--- src/rtl/sign_wbuf_pkg.sv ---
// Shared widths, FIFO entry layout and ack FSM states for the signature word buffer.
package sign_wbuf_pkg;

    localparam int unsigned WORD_W     = 64;
    localparam int unsigned SIZE_W     = 6;
    localparam int unsigned BITS_W     = 7;
    localparam int unsigned FIFO_DEPTH = 8;
    localparam int unsigned PTR_W      = $clog2(FIFO_DEPTH);
    localparam int unsigned FILL_W     = PTR_W + 1;

    typedef struct packed {
        logic [WORD_W-1:0] data;
        logic [BITS_W-1:0] bits;
        logic              last;
    } entry_t;

    typedef enum logic {
        L_IDLE,
        L_ACK
    } ack_state_e;

endpackage

--- src/rtl/sign_wbuf_if.sv ---
// Output word stream: valid/ready handshake carrying the buffered word and its metadata.
interface sign_wbuf_if;
    import sign_wbuf_pkg::*;

    logic [WORD_W-1:0] word_out;
    logic [BITS_W-1:0] word_bits;
    logic              word_last;
    logic              word_valid;
    logic              word_ready;

    modport master (
        output word_out,
        output word_bits,
        output word_last,
        output word_valid,
        input  word_ready
    );

    modport slave (
        input  word_out,
        input  word_bits,
        input  word_last,
        input  word_valid,
        output word_ready
    );

endinterface

--- src/rtl/sign_fifo.sv ---
// 8-deep synchronous FIFO of signature entries; head is read combinationally from storage.
module sign_fifo
    import sign_wbuf_pkg::*;
(
    input  logic              clk,
    input  logic              rst,
    input  logic              wr_en_i,
    input  entry_t            wr_entry_i,
    input  logic              rd_en_i,
    output entry_t            head_o,
    output logic [FILL_W-1:0] fill_o
);

    entry_t            mem_q [FIFO_DEPTH];
    logic [PTR_W-1:0]  wr_ptr_q, wr_ptr_d;
    logic [PTR_W-1:0]  rd_ptr_q, rd_ptr_d;
    logic [FILL_W-1:0] fill_q, fill_d;

    // Storage is deliberately left out of reset.
    always_ff @(posedge clk) begin
        if (wr_en_i) begin
            mem_q[wr_ptr_q] <= wr_entry_i;
        end
    end

    always_comb begin
        wr_ptr_d = wr_ptr_q;
        rd_ptr_d = rd_ptr_q;
        fill_d   = fill_q;
        if (wr_en_i) begin
            wr_ptr_d = wr_ptr_q + 1'b1;
        end
        if (rd_en_i) begin
            rd_ptr_d = rd_ptr_q + 1'b1;
        end
        if (wr_en_i && !rd_en_i) begin
            fill_d = fill_q + 1'b1;
        end else if (rd_en_i && !wr_en_i) begin
            fill_d = fill_q - 1'b1;
        end
    end

    always_ff @(posedge clk) begin
        if (!rst) begin
            wr_ptr_q <= '0;
            rd_ptr_q <= '0;
            fill_q   <= '0;
        end else begin
            wr_ptr_q <= wr_ptr_d;
            rd_ptr_q <= rd_ptr_d;
            fill_q   <= fill_d;
        end
    end

    assign head_o = mem_q[rd_ptr_q];
    assign fill_o = fill_q;

endmodule

--- src/rtl/sign_wbuf.sv ---
// Signature word buffer: arbitrates full and partial-last words from the deserializer into a FIFO.
module sign_wbuf
    import sign_wbuf_pkg::*;
(
    input  logic              clk,
    input  logic              rst,
    input  logic              clk_en,
    input  logic [WORD_W-1:0] sign_in,
    input  logic [SIZE_W-1:0] size_in,
    input  logic              des_wr,
    input  logic              last_wr,
    output logic              last_ack,
    sign_wbuf_if.master       word_if,
    output logic [FILL_W-1:0] fill,
    output logic              overflow
);

    ack_state_e        state_q, state_d;
    logic              overflow_q, overflow_d;
    logic              wr_en;
    entry_t            wr_entry;
    entry_t            head;
    logic              word_valid;
    logic              rd_en;
    logic              slot_free;

    assign word_valid = (fill != '0);
    assign rd_en      = word_valid && word_if.word_ready;
    // A pop in the same cycle frees the slot a write needs.
    assign slot_free  = (fill != FILL_W'(FIFO_DEPTH)) || rd_en;

    always_comb begin
        state_d       = state_q;
        overflow_d    = overflow_q;
        wr_en         = 1'b0;
        wr_entry.data = sign_in;
        wr_entry.bits = BITS_W'(WORD_W);
        wr_entry.last = 1'b0;
        if (clk_en) begin
            unique case (state_q)
                L_IDLE: begin
                    if (des_wr) begin
                        if (slot_free) begin
                            wr_en = 1'b1;
                        end else begin
                            overflow_d = 1'b1;
                        end
                    end else if (last_wr) begin
                        if (size_in == '0) begin
                            state_d = L_ACK;
                        end else if (slot_free) begin
                            wr_en         = 1'b1;
                            wr_entry.bits = {1'b0, size_in};
                            wr_entry.last = 1'b1;
                            state_d       = L_ACK;
                        end
                    end
                end
                L_ACK: begin
                    state_d = L_IDLE;
                    if (des_wr) begin
                        if (slot_free) begin
                            wr_en = 1'b1;
                        end else begin
                            overflow_d = 1'b1;
                        end
                    end
                end
                default: state_d = L_IDLE;
            endcase
        end
    end

    always_ff @(posedge clk) begin
        if (!rst) begin
            state_q    <= L_IDLE;
            overflow_q <= 1'b0;
        end else begin
            state_q    <= state_d;
            overflow_q <= overflow_d;
        end
    end

    sign_fifo u_fifo (
        .clk        (clk),
        .rst        (rst),
        .wr_en_i    (wr_en),
        .wr_entry_i (wr_entry),
        .rd_en_i    (rd_en),
        .head_o     (head),
        .fill_o     (fill)
    );

    assign last_ack           = (state_q == L_ACK);
    assign overflow           = overflow_q;
    assign word_if.word_out   = head.data;
    assign word_if.word_bits  = head.bits;
    assign word_if.word_last  = head.last;
    assign word_if.word_valid = word_valid;

endmodule

--- src/flat_wrapper.sv ---
// flat-port wrapper written by rule: the top's interface ports become plain ports
module sign_wbuf_flat import sign_wbuf_pkg::*;
  (clk, rst, clk_en, sign_in, size_in, des_wr, last_wr, last_ack, fill, overflow, word_if_word_out, word_if_word_bits, word_if_word_last, word_if_word_valid, word_if_word_ready);
  sign_wbuf_if word_if_i ();
  input  logic clk;
  input  logic rst;
  input  logic clk_en;
  input  logic [WORD_W-1:0] sign_in;
  input  logic [SIZE_W-1:0] size_in;
  input  logic des_wr;
  input  logic last_wr;
  output logic last_ack;
  output logic [FILL_W-1:0] fill;
  output logic overflow;
  output wire logic [$bits(word_if_i.word_out)-1:0] word_if_word_out;
  output wire logic [$bits(word_if_i.word_bits)-1:0] word_if_word_bits;
  output wire logic [$bits(word_if_i.word_last)-1:0] word_if_word_last;
  output wire logic [$bits(word_if_i.word_valid)-1:0] word_if_word_valid;
  input wire logic [$bits(word_if_i.word_ready)-1:0] word_if_word_ready;
  assign word_if_word_out = word_if_i.word_out;
  assign word_if_word_bits = word_if_i.word_bits;
  assign word_if_word_last = word_if_i.word_last;
  assign word_if_word_valid = word_if_i.word_valid;
  assign word_if_i.word_ready = word_if_word_ready;
  sign_wbuf u_core (.clk(clk), .rst(rst), .clk_en(clk_en), .sign_in(sign_in), .size_in(size_in), .des_wr(des_wr), .last_wr(last_wr), .last_ack(last_ack), .word_if(word_if_i), .fill(fill), .overflow(overflow));
endmodule
--- config.mk ---
export PLATFORM = sky130hd
export DESIGN_NAME = sign_wbuf_flat
export DESIGN_NICKNAME = d
export VERILOG_FILES = /design/src/rtl/sign_wbuf_pkg.sv /design/src/rtl/sign_wbuf_if.sv /design/src/rtl/sign_fifo.sv /design/src/rtl/sign_wbuf.sv /design/src/flat_wrapper.sv
export SDC_FILE = /design/constraint.sdc
export NUM_CORES = 1
export LEC_CHECK = 0
export CORE_MARGIN = 3
export CORE_UTILIZATION = 45
export CTS_BUF_LIST = sky130_fd_sc_hd__clkbuf_4
export CTS_CLUSTER_DIAMETER = 50
export DETAILED_ROUTE_END_ITERATION = 16
export PLACE_DENSITY_LB_ADDON = 0.25
export SLEW_MARGIN = 30
export SYNTH_ARGS = -nofsm -noshare
export SYNTH_HDL_FRONTEND = slang
export SYNTH_SLANG_ARGS = --single-unit
--- constraint.sdc ---
create_clock -name clk -period 26.6 [get_ports clk]
set_input_delay 2.66 -clock clk [delete_from_list [all_inputs] [get_ports clk]]
set_output_delay 2.66 -clock clk [all_outputs]
set_load 0.02 [all_outputs]
# [Yosys cells after proc, flatten, opt, wreduce, memory -nomap -nowiden]
# Memory sizes are Yosys's and may differ from the RTL's. A register that Yosys moved wholly into a read port is not among the register bits.
# Index checks and enable logic that the tools add are counted.
[word_totals] reg_bits=12 mem_bits_rw=576 in_bits=76 n_memories=1
[op_classes] addsub=4 eq_ne=1 mux=25 n_bitwise=2 reduce_logical=10
[mem_list] memory="u_core.u_fifo.mem_q" depth=8 width=72 rd=1 rd_clocked_by_memory_dff=1 wr=1 line="sign_fifo.sv:14" rtl="entry_t mem_q [FIFO_DEPTH];"
[ops] cell="2-to-1 mux 8 bit" count=6
[ops] cell="2-to-1 mux 1 bit" count=13
[ops] cell="2-to-1 mux 4 bit" count=2
[ops] cell="adder 3 x 1 -> 3 bit (second input constant)" count=2
[ops] cell="logical NOT 6 bit" count=1
[ops] cell="2-to-1 mux 3 bit" count=2
[ops] cell="adder 4 x 1 -> 4 bit (second input constant)" count=1
[ops] cell="inequality test 4 bit (second input constant)" count=1
[ops] cell="one-hot mux 1 bit (2 select lines)" count=2
[ops] cell="nonzero test 4 bit" count=1
[ops] cell="subtractor 4 x 1 -> 4 bit (second input constant)" count=1
[ops] cell="logical AND 1 bit" count=3
[ops] cell="AND reduction 3 bit" count=1
[ops] cell="logical NOT 1 bit" count=2
[ops] cell="inverter 1 bit" count=2
[ops] cell="nonzero test 2 bit" count=1
[ops] cell="logical OR 1 bit" count=1

# [Depth between registers and ports, before layout]
[logic_depth] depth_word=13 mapped_depth=11 ltp_nobuf=11

# [Modules after synthesis]
# Synthesis repeated with hierarchy kept, for this count alone.
[hier_totals] cells_unflattened=928 area_unflattened_um2=22733.1
[by_module_without_submodules] module="sign_fifo" n_inst=1 cells_each=899 area_each_um2=22494.1
[by_module_without_submodules] module="sign_wbuf" n_inst=1 cells_each=29 area_each_um2=239.0

# [Least setup slack after synthesis]
# OpenSTA, ideal clock, no wires.
[synth_path] path_kind="input-to-reg" start="input last_wr" end="memory u_core.u_fifo.mem_q[4][0] in the netlist's numbering, enable pin" setup_ns=0.705 arrival_ns=10.624 path_slack_ns=15.271 path_stages=4 path_buffers=0 cell_sequence="nand2b_1 a22oi_1 nand2_2 nor4b_1"
[synth_between] elab_chain_cells=6
[synth_rtl] item="start, declared" line="flat_wrapper.sv:11" rtl="input logic last_wr;"
[synth_rtl] item="2-to-1 mux 1 bit" line="sign_wbuf.sv:48" rtl="end else if (last_wr) begin"
[synth_rtl] item="2-to-1 mux 1 bit" line="sign_wbuf.sv:42" rtl="if (des_wr) begin"
[synth_rtl] item="one-hot mux 1 bit (2 select lines)" line="sign_wbuf.sv:40" rtl="unique case (state_q)"
[synth_rtl] item="2-to-1 mux 1 bit" line="sign_wbuf.sv:39" rtl="if (clk_en) begin"
[synth_rtl] item="2-to-1 mux 1 bit" line="sign_fifo.sv:21" rtl="if (wr_en_i) begin"
[synth_rtl] item="2-to-1 mux 1 bit (implied by the code)" line="sign_fifo.sv:22" rtl="mem_q[wr_ptr_q] <= wr_entry_i;"
[synth_rtl] item="end, declared" line="sign_fifo.sv:14"
# No other way between the ends.

==> impl_metrics.json <==
{
  "timing.final.crit_share": 0.260,
  "tritoncts": "built",
  "grt_max_degree": 110,
  "synthFlopType": "edfxtp_1",
  "yosys_register_bits": 591,
  "cp_data_arrival_time_ps": 4260,
  "path_max_fanout": 66,
  "drt_iter0_drc": 697,
  "avgSynthCellArea_um2": 24.4,
  "cts_setup_buffers": 0,
  "grt-ovfl-total": 0,
  "min_path_type": "register to register",
  "cts_resized": 0,
  "die-width_um": 231,
  "design_area_mm2": 0.0268,
  "drc": 0,
  "cts.clk_slew.worst_paths_ps": 60,
  "reg2reg_setup_slack_ps": 23690,
  "fin_crit_ps": 6920,
  "critPathKind": "register to output pin",
  "rows": 81,
  "status": "complete, no violations",
  "worst_slack_ps": 19680,
  "p_leak_nw": 8.58,
  "cts_hold_buf": 0,
  "grt_pass1_vias": 11400,
  "maxCapViolCount": 0,
  "maxSlewViolCount": 0,
  "vias": 10400,
  "p_per_area_mw_per_mm2": 88.9,
  "start_util": 0.460,
  "synth.distinct_cells": 43,
  "gp_congestion": 0.682,
  "setup_viol_count_final": 0,
  "numCtsBuffers": 147,
  "port-buffer-count": 154,
  "clock_sinks": 591,
  "root_buffer": "clkbuf_4",
  "die_h_um": 231,
  "yosysWarnings": 0,
  "routed_wl_um": 44400,
  "syn_inst": 932,
  "worstMarginPinSlew_ps": 890,
  "ys_seq_area_frac": 0.775,
  "finClkSkew_ps": 34.9,
  "async_reset_ff_frac": 0,
  "hold_violations": 0,
  "dr.pass1.iters": 6,
  "dp_slack_ps": 20530,
  "h-tree-depth": 4,
  "antenna_found_initial": 2,
  "dp_hpwl_um": 22100,
  "ant_nets": 0,
  "area_delta_synth_final_pct": 18.1,
  "clk_path_buf_depth": 3,
  "fin_tns_setup_ps": 0,
  "critPathLaunchType": "register",
  "rsz0062_at_grt": "no",
  "drive_gt1_frac": 0.367,
  "grt_usage": 0.173,
  "netlist_area_mm2": 0.0227,
  "syn_nets": 1014,
  "place_area_mm2": 0.0250,
  "clkLatencyLatePin_ps": 930,
  "nets": 1294,
  "grt_pass1_wl_um": 67800,
  "end_kind": "output pin",
  "fmax_mhz": 144,
  "io-pin-count": 155,
  "ir_drop_mv": 0.0560,
  "synth_edf_count": 576,
  "critPathRequiredTime_ps": 23940,
  "wl_per_cell_um": 22.5,
  "viasPerCell": 5.28,
  "core_mm2": 0.0494,
  "dieArea_mm2": 0.0532,
  "maxSlewHeadroom": 0.407
}
==> stage by stage <==
step | hold WS [ps] | utilization | std cells | power, W
floorplan | 485 | - | 932 | 0.00153
global placement | 461 | 0.507 | 1726 | 0.00170
detailed placement | 477 | 0.507 | 1726 | 0.00170
CTS | 511 | 0.543 | 1964 | 0.00243
global route | 530 | 0.543 | 1970 | 0.00251
finish | 507 | 0.543 | 1970 | 0.00239
==> critical path, stage by stage, from the launching register on <==
cell and delay, ps:
dfxtp_4 580, buf_6 630, buf_4 800, mux4_2 420, mux2_2 320, clkdlybuf4s50_1 550
==> cells by family after synthesis <==
| group | synth area share |
|---|---|
| DFF | 0.775 |
| muxes | 0.190 |
| buffers and inverters | 0.0144 |
| and+or+nand+nor | 0.0112 |
| AOI/OAI and AO/OA | 0.00446 |
| adders and majority gates | 0.00364 |
| xor gates and xnor gates | 0.00154 |
==> sequential cells by signal, summed over array words and instances, names as in the netlist, named ones only <==
register	count
u_core.last_ack	1
u_core.overflow	1
u_core.u_fifo.fill_o	4
u_core.u_fifo.wr_ptr_q	3
u_core.u_fifo.rd_ptr_q	3
u_core.u_fifo.mem_q	576
==> cell usage in the layout (no fill, tap or decap), drive strengths merged, types with 4 or more instances in the layout <==
cell type and instances:
clkdlybuf4s50 154, clkbuf 210, nor2 14, clkinv 19, dfxtp 15, mux2 72, edfxtp 576, mux2i 4
buf 21, diode 5, and2 6, nand2 7, ha 5, mux4 144, inv 10
==> final cells by class <==
class                   count  area, um2
clock buffers             210       1580
well taps                 664        831
repair buffers            175       1750
flip-flops and latches    591      17600
multi-input cells         292       4850
fillers                  3851      22500
inverters                   5       18.8
diodes                      5       12.5
clock inverters            28        170
==> report_power, final <==
group	internal, W	switching (W)	leakage (nW)
Clock	0.000378	0.000333	1.06
Combinational	0.000332	0.000259	2.17
Sequential	0.00105	0.0000299	5.35
Total	0.00176	0.000622	8.58
==> path summary, 6_finish.rpt <==
kind,start,to,depth (start not counted)
worst max-delay path,register,word_if_word_bits[1],5
worst min-delay path,u_core.overflow,u_core.overflow,2
worst max register to register,u_core.u_fifo.fill_o[0],u_core.u_fifo.mem_q[7][45],5
worst min register to register,u_core.overflow,u_core.overflow,2
==> routing by layer <==
layer,vias to the layer above,share of wire,GRT usage
li1,4613,-,-
met1,5452,0.44,0.226
met2,273,0.49,0.274
met3,55,0.056,0.0629
met4,0,0.016,0.0550
met5,-,0,0
==> cells in the mapped netlist (6+ instances only) <==
master / number / area share
mux2_4: 60 / 0.040
buf_1: 7 / 0.0012
dfxtp_1: 15 / 0.013
and2_1: 6 / 0.0017
buf_12: 7 / 0.0062
buf_2: 16 / 0.0035
nand2_1: 6 / 0.00099
nor2_1: 14 / 0.0023
mux4_2: 144 / 0.14
clkbuf_1: 12 / 0.0020
mux2_2: 12 / 0.0059
edfxtp_1: 576 / 0.76
(Power assumes the default switching activity.)
